## config.mk

```make
export PLATFORM = sky130hd
export DESIGN_NAME = hyperbus_rwds_calib
export DESIGN_NICKNAME = d
export VERILOG_FILES = /design/src/rtl/hyperbus_pkg.sv /design/src/rtl/hyperbus_calib_window.sv /design/src/rtl/hyperbus_rwds_calib.sv
export SDC_FILE = /design/constraint.sdc
export NUM_CORES = 1
export LEC_CHECK = 0
export BUFFER_PORTS_ARGS = -buffer_cell sky130_fd_sc_hd__clkbuf_2
export CORE_MARGIN = 2
export CORE_UTILIZATION = 56
export CTS_BUF_LIST = sky130_fd_sc_hd__clkbuf_4 sky130_fd_sc_hd__clkbuf_8
export DETAILED_ROUTE_END_ITERATION = 16
export PLACE_DENSITY_LB_ADDON = 0.05
export RECOVER_POWER = 25
export SYNTH_ARGS = -nofsm -noshare
export SYNTH_HDL_FRONTEND = slang
export SYNTH_SLANG_ARGS = --single-unit
```

## constraint.sdc

```tcl
create_clock -name clk_i -period 4 [get_ports clk_i]
set_clock_uncertainty 0.1 [all_clocks]
set_input_delay 0.2 -clock clk_i [delete_from_list [all_inputs] [get_ports clk_i]]
set_output_delay 0.2 -clock clk_i [all_outputs]
set_load 0.1 [all_outputs]
```

## src/rtl/hyperbus_pkg.sv

```systemverilog
// ---------------------------------------------------------------------------
// hyperbus_pkg
//   Shared types and helpers for the HyperBus PHY blocks.
//   - edge_code_t   : 5-bit RWDS sampling-edge code, time ordered.
//                     Code 0 is the first falling edge, code 1 the next
//                     rising edge, and so on.
//   - calib_state_e : RWDS calibration controller states.
//   - code_to_idx / code_to_pol : split a code into the sampler's edge index
//                     and polarity fields.
//   - window_centre : floor centre of a window given its start and length.
// ---------------------------------------------------------------------------
package hyperbus_pkg;

    localparam int EdgeCodeW = 5;
    localparam int WinLenW   = 6;   // wide enough to hold a length of 32

    typedef logic [EdgeCodeW-1:0] edge_code_t;
    typedef logic [WinLenW-1:0]   win_len_t;

    typedef enum logic [2:0] {
        CS_IDLE       = 3'd0,
        CS_APPLY      = 3'd1,
        CS_PROBE_REQ  = 3'd2,
        CS_PROBE_WAIT = 3'd3,
        CS_EVAL       = 3'd4,
        CS_FINISH     = 3'd5
    } calib_state_e;

    function automatic logic [3:0] code_to_idx(input edge_code_t code);
        return code[4:1];
    endfunction

    function automatic logic code_to_pol(input edge_code_t code);
        return code[0];
    endfunction

    // start + floor((len-1)/2). Only meaningful for len > 0. The sum always
    // fits in a code because the window lies inside the swept code range.
    function automatic edge_code_t window_centre(input edge_code_t start,
                                                 input win_len_t   len);
        return edge_code_t'({1'b0, start} + ((len - win_len_t'(1)) >> 1));
    endfunction

endpackage

```

## src/rtl/hyperbus_calib_window.sv

```systemverilog
// ---------------------------------------------------------------------------
// hyperbus_calib_window
//   Tracks the running window of consecutive passing codes and the best
//   (widest, earliest on ties) window seen during one sweep.
//
//   Ports:
//     clk_i, rst_ni   : clock, synchronous active-low reset
//     clear_i         : drop both trackers (start of a new sweep)
//     eval_valid_i    : one code's result is presented this cycle
//     pass_i          : that code passed all probes
//     code_i          : the code being evaluated
//     last_i          : code_i is the final code of the sweep
//     best_start_o    : start code of the best window
//     best_len_o      : length of the best window, 0 when none
// ---------------------------------------------------------------------------
module hyperbus_calib_window
    import hyperbus_pkg::*;
(
    input  logic       clk_i,
    input  logic       rst_ni,
    input  logic       clear_i,
    input  logic       eval_valid_i,
    input  logic       pass_i,
    input  edge_code_t code_i,
    input  logic       last_i,
    output edge_code_t best_start_o,
    output win_len_t   best_len_o
);

    edge_code_t r_cur_start;
    win_len_t   r_cur_len;
    edge_code_t r_best_start;
    win_len_t   r_best_len;

    edge_code_t w_cur_start_next;
    win_len_t   w_cur_len_next;
    logic       w_close;
    edge_code_t w_cand_start;
    win_len_t   w_cand_len;

    // A pass extends (or opens) the running window; a fail ends it.
    assign w_cur_start_next = (pass_i && (r_cur_len == '0)) ? code_i : r_cur_start;
    assign w_cur_len_next   = pass_i ? (r_cur_len + win_len_t'(1)) : '0;

    // A window closes on a fail, or at the last code where the window may
    // still be open. On the last code the candidate must include this
    // code's own result, so the post-update values are used when it passed.
    assign w_close      = !pass_i || last_i;
    assign w_cand_start = pass_i ? w_cur_start_next : r_cur_start;
    assign w_cand_len   = pass_i ? w_cur_len_next   : r_cur_len;

    always_ff @(posedge clk_i) begin
        if (!rst_ni) begin
            r_cur_start  <= '0;
            r_cur_len    <= '0;
            r_best_start <= '0;
            r_best_len   <= '0;
        end else if (clear_i) begin
            r_cur_start  <= '0;
            r_cur_len    <= '0;
            r_best_start <= '0;
            r_best_len   <= '0;
        end else if (eval_valid_i) begin
            r_cur_start <= w_cur_start_next;
            r_cur_len   <= w_cur_len_next;
            // Strict compare keeps the earliest window when lengths tie.
            if (w_close && (w_cand_len > r_best_len)) begin
                r_best_start <= w_cand_start;
                r_best_len   <= w_cand_len;
            end
        end
    end

    assign best_start_o = r_best_start;
    assign best_len_o   = r_best_len;

endmodule

```

## src/rtl/hyperbus_rwds_calib.sv

```systemverilog
// ---------------------------------------------------------------------------
// hyperbus_rwds_calib
//   RWDS sampling-edge calibration controller. Sweeps every edge code from 0
//   to MaxCode, issues NumProbes training probes per code through the PHY,
//   finds the widest contiguous passing window and programs its centre into
//   the sampler configuration. Software can force the configuration while
//   the controller is idle.
//
//   Ports:
//     clk_i, rst_ni        : PHY clock, synchronous active-low reset
//     calib_start_i        : pulse, start a sweep (ignored unless idle and
//                            not overridden)
//     sw_override_i        : while idle, cfg outputs follow sw_* inputs
//     sw_edge_idx_i/pol_i  : software edge selection
//     probe_valid_o        : request one training transaction
//     probe_ready_i        : PHY accepts the probe
//     probe_resp_valid_i   : probe finished (one-cycle pulse)
//     probe_pass_i         : probe data matched, qualified by resp_valid
//     cfg_edge_idx_o/pol_o : registered sampler configuration
//     calib_busy_o         : sweep in progress
//     calib_done_o         : one-cycle pulse at the end of a sweep
//     calib_err_o          : no passing code found, sticky until next start
//     win_start_o/len_o    : best window of the last completed sweep
// ---------------------------------------------------------------------------
module hyperbus_rwds_calib
    import hyperbus_pkg::*;
#(
    parameter int         MaxCode       = 31,
    parameter int         NumProbes     = 4,
    parameter int         SettleCycles  = 8,
    parameter int         TimeoutCycles = 255,
    parameter edge_code_t DefaultCode   = 5'd3
) (
    input  logic       clk_i,
    input  logic       rst_ni,
    input  logic       calib_start_i,
    input  logic       sw_override_i,
    input  logic [3:0] sw_edge_idx_i,
    input  logic       sw_edge_pol_i,
    output logic       probe_valid_o,
    input  logic       probe_ready_i,
    input  logic       probe_resp_valid_i,
    input  logic       probe_pass_i,
    output logic [3:0] cfg_edge_idx_o,
    output logic       cfg_edge_pol_o,
    output logic       calib_busy_o,
    output logic       calib_done_o,
    output logic       calib_err_o,
    output logic [4:0] win_start_o,
    output logic [5:0] win_len_o
);

    localparam int SetW = (SettleCycles  > 1) ? $clog2(SettleCycles  + 1) : 1;
    localparam int PrbW = (NumProbes     > 1) ? $clog2(NumProbes     + 1) : 1;
    localparam int TmoW = (TimeoutCycles > 1) ? $clog2(TimeoutCycles + 1) : 1;

    calib_state_e    r_state;
    edge_code_t      r_code;
    logic [SetW-1:0] r_settle_cnt;
    logic [PrbW-1:0] r_probe_cnt;
    logic [TmoW-1:0] r_tmo_cnt;
    logic            r_eval_pass;
    logic            r_busy;
    logic            r_done;
    logic            r_err;
    edge_code_t      r_win_start;
    win_len_t        r_win_len;
    logic [3:0]      r_cfg_idx;
    logic            r_cfg_pol;

    logic            w_start_ok;
    logic            w_eval_valid;
    logic            w_last;
    edge_code_t      w_best_start;
    win_len_t        w_best_len;

    assign w_start_ok   = (r_state == CS_IDLE) && calib_start_i && !sw_override_i;
    assign w_eval_valid = (r_state == CS_EVAL);
    assign w_last       = (r_code == edge_code_t'(MaxCode));

    hyperbus_calib_window u_window (
        .clk_i        (clk_i),
        .rst_ni       (rst_ni),
        .clear_i      (w_start_ok),
        .eval_valid_i (w_eval_valid),
        .pass_i       (r_eval_pass),
        .code_i       (r_code),
        .last_i       (w_last),
        .best_start_o (w_best_start),
        .best_len_o   (w_best_len)
    );

    // ------------------------------------------------------------------
    // Sweep sequencer
    // ------------------------------------------------------------------
    always_ff @(posedge clk_i) begin
        if (!rst_ni) begin
            r_state      <= CS_IDLE;
            r_code       <= DefaultCode;
            r_settle_cnt <= '0;
            r_probe_cnt  <= '0;
            r_tmo_cnt    <= '0;
            r_eval_pass  <= 1'b0;
            r_busy       <= 1'b0;
            r_done       <= 1'b0;
            r_err        <= 1'b0;
            r_win_start  <= '0;
            r_win_len    <= '0;
        end else begin
            r_done <= 1'b0;
            case (r_state)
                CS_IDLE: begin
                    if (w_start_ok) begin
                        r_code       <= '0;
                        r_err        <= 1'b0;
                        r_busy       <= 1'b1;
                        r_settle_cnt <= '0;
                        r_state      <= CS_APPLY;
                    end
                end

                // The sampler treats cfg as pseudostatic, so give the new
                // code time to propagate before the first probe.
                CS_APPLY: begin
                    if (r_settle_cnt == SetW'(SettleCycles - 1)) begin
                        r_probe_cnt <= '0;
                        r_state     <= CS_PROBE_REQ;
                    end else begin
                        r_settle_cnt <= r_settle_cnt + SetW'(1);
                    end
                end

                CS_PROBE_REQ: begin
                    if (probe_ready_i) begin
                        r_tmo_cnt <= '0;
                        r_state   <= CS_PROBE_WAIT;
                    end
                end

                // A response wins over a coincident timeout. The first failing
                // probe decides the code, so the remaining probes are skipped.
                CS_PROBE_WAIT: begin
                    if (probe_resp_valid_i) begin
                        if (!probe_pass_i) begin
                            r_eval_pass <= 1'b0;
                            r_state     <= CS_EVAL;
                        end else if (r_probe_cnt == PrbW'(NumProbes - 1)) begin
                            r_eval_pass <= 1'b1;
                            r_state     <= CS_EVAL;
                        end else begin
                            r_probe_cnt <= r_probe_cnt + PrbW'(1);
                            r_state     <= CS_PROBE_REQ;
                        end
                    end else if (r_tmo_cnt == TmoW'(TimeoutCycles - 1)) begin
                        r_eval_pass <= 1'b0;
                        r_state     <= CS_EVAL;
                    end else begin
                        r_tmo_cnt <= r_tmo_cnt + TmoW'(1);
                    end
                end

                // The window tracker consumes the result this cycle.
                CS_EVAL: begin
                    if (w_last) begin
                        r_state <= CS_FINISH;
                    end else begin
                        r_code       <= r_code + edge_code_t'(1);
                        r_settle_cnt <= '0;
                        r_state      <= CS_APPLY;
                    end
                end

                CS_FINISH: begin
                    r_win_start <= w_best_start;
                    r_win_len   <= w_best_len;
                    if (w_best_len != '0) begin
                        r_code <= window_centre(w_best_start, w_best_len);
                    end else begin
                        r_code <= DefaultCode;
                        r_err  <= 1'b1;
                    end
                    r_done  <= 1'b1;
                    r_busy  <= 1'b0;
                    r_state <= CS_IDLE;
                end

                default: begin
                    r_state <= CS_IDLE;
                end
            endcase
        end
    end

    // ------------------------------------------------------------------
    // Registered sampler configuration. Software may only take over while
    // the controller is idle so a sweep is never disturbed.
    // ------------------------------------------------------------------
    always_ff @(posedge clk_i) begin
        if (!rst_ni) begin
            r_cfg_idx <= code_to_idx(DefaultCode);
            r_cfg_pol <= code_to_pol(DefaultCode);
        end else if (sw_override_i && (r_state == CS_IDLE)) begin
            r_cfg_idx <= sw_edge_idx_i;
            r_cfg_pol <= sw_edge_pol_i;
        end else begin
            r_cfg_idx <= code_to_idx(r_code);
            r_cfg_pol <= code_to_pol(r_code);
        end
    end

    assign probe_valid_o  = (r_state == CS_PROBE_REQ);
    assign cfg_edge_idx_o = r_cfg_idx;
    assign cfg_edge_pol_o = r_cfg_pol;
    assign calib_busy_o   = r_busy;
    assign calib_done_o   = r_done;
    assign calib_err_o    = r_err;
    assign win_start_o    = r_win_start;
    assign win_len_o      = r_win_len;

endmodule

```

==> flow_metrics.env <==
export IMPL_worstSetupStartpoint="u_window.r_cur_len[2]"
export IMPL_fmax_mhz=323
export IMPL_status="finished, final reports clean"
export IMPL_ys_ff_latch=65
export IMPL_yosysWarnings=0
export IMPL_io_buffer_count=31
export IMPL_fin_nets=473
export IMPL_route_detailed_drc=0
export IMPL_synth_cells=410
export IMPL_combPwrFrac_pct=6.6
export IMPL_syn_nets=445
export IMPL_antenna_found_initial=0
export IMPL_drv_cap=0
export IMPL_hold_viol=0
export IMPL_critPathCapture="u_window.best_len_o[2]"
export IMPL_area_growth_pct=11.9
export IMPL_fin_crit_ns=3.10
export IMPL_grt_usage_pct=24.8
export IMPL_synth_most_common_cell="dfxtp_1"
export IMPL_wl_mm=7.57
export IMPL_root_buffer="clkbuf_8"
export IMPL_holdPathStages=3
export IMPL_synth_area_leaders="dfxtp_1 37%, ha_1 7.9%, mux2i_1 6.3%"
export IMPL_ir_worst_vdd_uv=253
export IMPL_grt_max_degree=35
export IMPL_seqPwrFrac_pct=48.8
export IMPL_crit_fanout=17
export IMPL_period_share_pct=77.4
export IMPL_reg2reg_slack_ns=0.90
export IMPL_dp_hpwl_mm=5.34
export IMPL_syn_cell_area_sq_mm=0.00347
export IMPL_slew_headroom_pct=20.3
export IMPL_die_h_um=82.8
export IMPL_avgRoutedWirePerCell_um=14.6
export IMPL_ys_seq_area_share_pct=37.5
export IMPL_synth_common_cells="65 x dfxtp_1, 48 x nand2_1, 41 x nor2_1"
export IMPL_drv_slew=0
export IMPL_clkSinkCount=65
export IMPL_gp_congestion=0.846
export IMPL_netlist_cell_type_count=58
export IMPL_drive_above_1_share_pct=9.71
export IMPL_p_switching_uw=321
export IMPL_antenna_left=0
export IMPL_synth_ff_type="dfxtp_1"
export IMPL_grt_remaining_overflow=0
export IMPL_avgSynthCellArea_sq_um=8.47
export IMPL_ff2ff_path_depth=9
export IMPL_async_flop_share_pct=0
export IMPL_cts_buffers_inserted=9
export IMPL_vias_per_cell=5.63
export IMPL_cp_start_kind="register"
export IMPL_first_pass_iters=4
export IMPL_core_area_sq_mm=0.00596
export IMPL_rsz0062_at_grt="false"
export IMPL_setup_violations=0
export IMPL_yosysTopAreaCell="dfxtp_1"
export IMPL_die_width_um=82.8
export IMPL_grt_first_pass_wirelength_mm=12.6
export IMPL_cts_buffer_depth=2
export IMPL_hold_path_class="input port to register"
export IMPL_end_kind="register"
export IMPL_crit_required_ns=4.13
export IMPL_rows=28
export IMPL_clk_pin_slew_ns=0.07
export IMPL_antenna_cells=0
export IMPL_synth_top_area_share_pct=37.5
export IMPL_final_setup_tns_ns=0
export IMPL_power_internal_uw=1030
export IMPL_vias=2914
export IMPL_cts_tree="done"
export IMPL_swShare_pct=23.8
export IMPL_p_leak_uw=0.00149
export IMPL_cts_htree_levels=3
export IMPL_fp_dieArea_sq_mm=0.00685
export IMPL_reg2reg_from="u_window.r_cur_len[2]"
export IMPL_worstSkewPairLatency_ns=0.35
export IMPL_ios=32
export IMPL_pwr_share_clk_pct=44.5
export IMPL_grt_pass1_vias=2653
export IMPL_synth_edf_count=0
export IMPL_worstPathArrival_ns=3.22
export IMPL_max_slew_worst_pin_slew_ns=1.20
export IMPL_initial_utilization_pct=58.3
export IMPL_r2r_end="u_window.best_len_o[2]"
export IMPL_power_density_mw_per_mm2=348
export IMPL_post_cts_repair_setup_buffers=0
export IMPL_path_class="register to register"
export IMPL_timing_hold_ws_ns=0.0111
export IMPL_drt_iter0_drc=113
how the worst min path moves through the flow:
stage                                 from           endpoint  slack (ns)
after floorplan           sw_edge_idx_i[0]  cfg_edge_idx_o[0]        0.23
after global placement       sw_edge_pol_i     cfg_edge_pol_o        0.33
after detailed placement  sw_edge_idx_i[0]  cfg_edge_idx_o[0]        0.32
after CTS                 sw_edge_idx_i[1]  cfg_edge_idx_o[1]       0.007
after global routing      sw_edge_idx_i[1]  cfg_edge_idx_o[1]        0.03
final                     sw_edge_idx_i[1]  cfg_edge_idx_o[1]        0.01
power by group through the flow:
stage	logic [uW]	registers [uW]	clock network, uW
5_1_grt	97.4	662	641
3_5_place_dp	87.4	675	0
6_report	89.7	661	603
2_1_floorplan	43.0	700	0
3_3_place_gp	86.7	675	0
4_1_cts	91.4	661	617
critical path, stage by stage (launching register included):
cell and delay, ns:
dfxtp_1 0.47, and3_1 0.27, nand4_1 0.13, xnor2_1 0.24, ha_1 0.30, and4_1 0.22, a311o_1 0.38, a31oi_4 0.55
mux2i_1 0.26, nor2_1 0.06
flip-flops by register name, indices dropped and copies added (netlist names):
name,cells
cfg_edge_idx_o,4
win_len_o,6
calib_busy_o,1
r_tmo_cnt,8
r_settle_cnt,4
u_window.r_cur_len,6
calib_done_o,1
u_window.best_len_o,6
r_probe_cnt,3
u_window.r_cur_start,5
r_state,3
calib_err_o,1
r_eval_pass,1
win_start_o,5
u_window.best_start_o,5
cfg_edge_pol_o,1
r_code,5
routing by layer:
metal  track usage [%]  up-vias  wire, um
met1              33.4     1344      3730
met5                 0        -         0
li1                  -     1496         -
met3              5.11       13       302
met4              10.8        0       144
met2              38.2       61      3390
area by class of cell:
cell class                 count  area, sq um
fill                         565         2070
multi-input combinational    306         2010
sequential                    65         1300
timing repair buffer          38          196
clock buffer                  14          180
tap                           75         93.8
inverter                      18         67.6
clock inverter                 2         35.0
cell usage in the layout, fill, tap and decap left out, types with 12 or more instances in the layout:
master / instances
o21ai_0: 16
a21oi_1: 37
inv_1: 17
nand2_1: 48
ha_1: 22
clkbuf_1: 19
dfxtp_1: 65
nor2_1: 41
clkbuf_8: 12
nand3_1: 16
mux2i_1: 22
clkbuf_2: 12
logic make-up after synthesis:
| group | count (synthesis) | share of synthesized area [%] |
|---|---|---|
| AO/OA/AOI/OAI | 90 | 16.8 |
| flip-flops | 65 | 37.5 |
| adder cells (fa/ha/maj) | 23 | 8.50 |
| multiplexers | 23 | 6.66 |
| buffers and inverters | 39 | 4.75 |
| XOR/XNOR | 12 | 3.42 |
| AND/OR/NAND/NOR | 158 | 22.4 |
stage by stage:
stage               setup slack [ns]  std cells  total power (uW)  instance area (sq um)  utilization [%]
global placement                1.06        497               762                   3640             61.2
detailed placement             0.958        497               763                   3640             61.2
finish                         0.902        518              1350                   3890             65.3
global route                   0.744        518              1400                   3890             65.3
CTS                            0.930        518              1370                   3910             65.7
floorplan                       1.20        410               743                   3470                -
timing repair:
item | 4_1_cts | 5_1_grt
endpoints found under the hold margin | 5 | 0
hold buffers | 5 | 0
gates resized for setup | 0 | 0
endpoints found under the setup margin | 0 | 0
No activity file was read; power rests on OpenSTA's default activity.
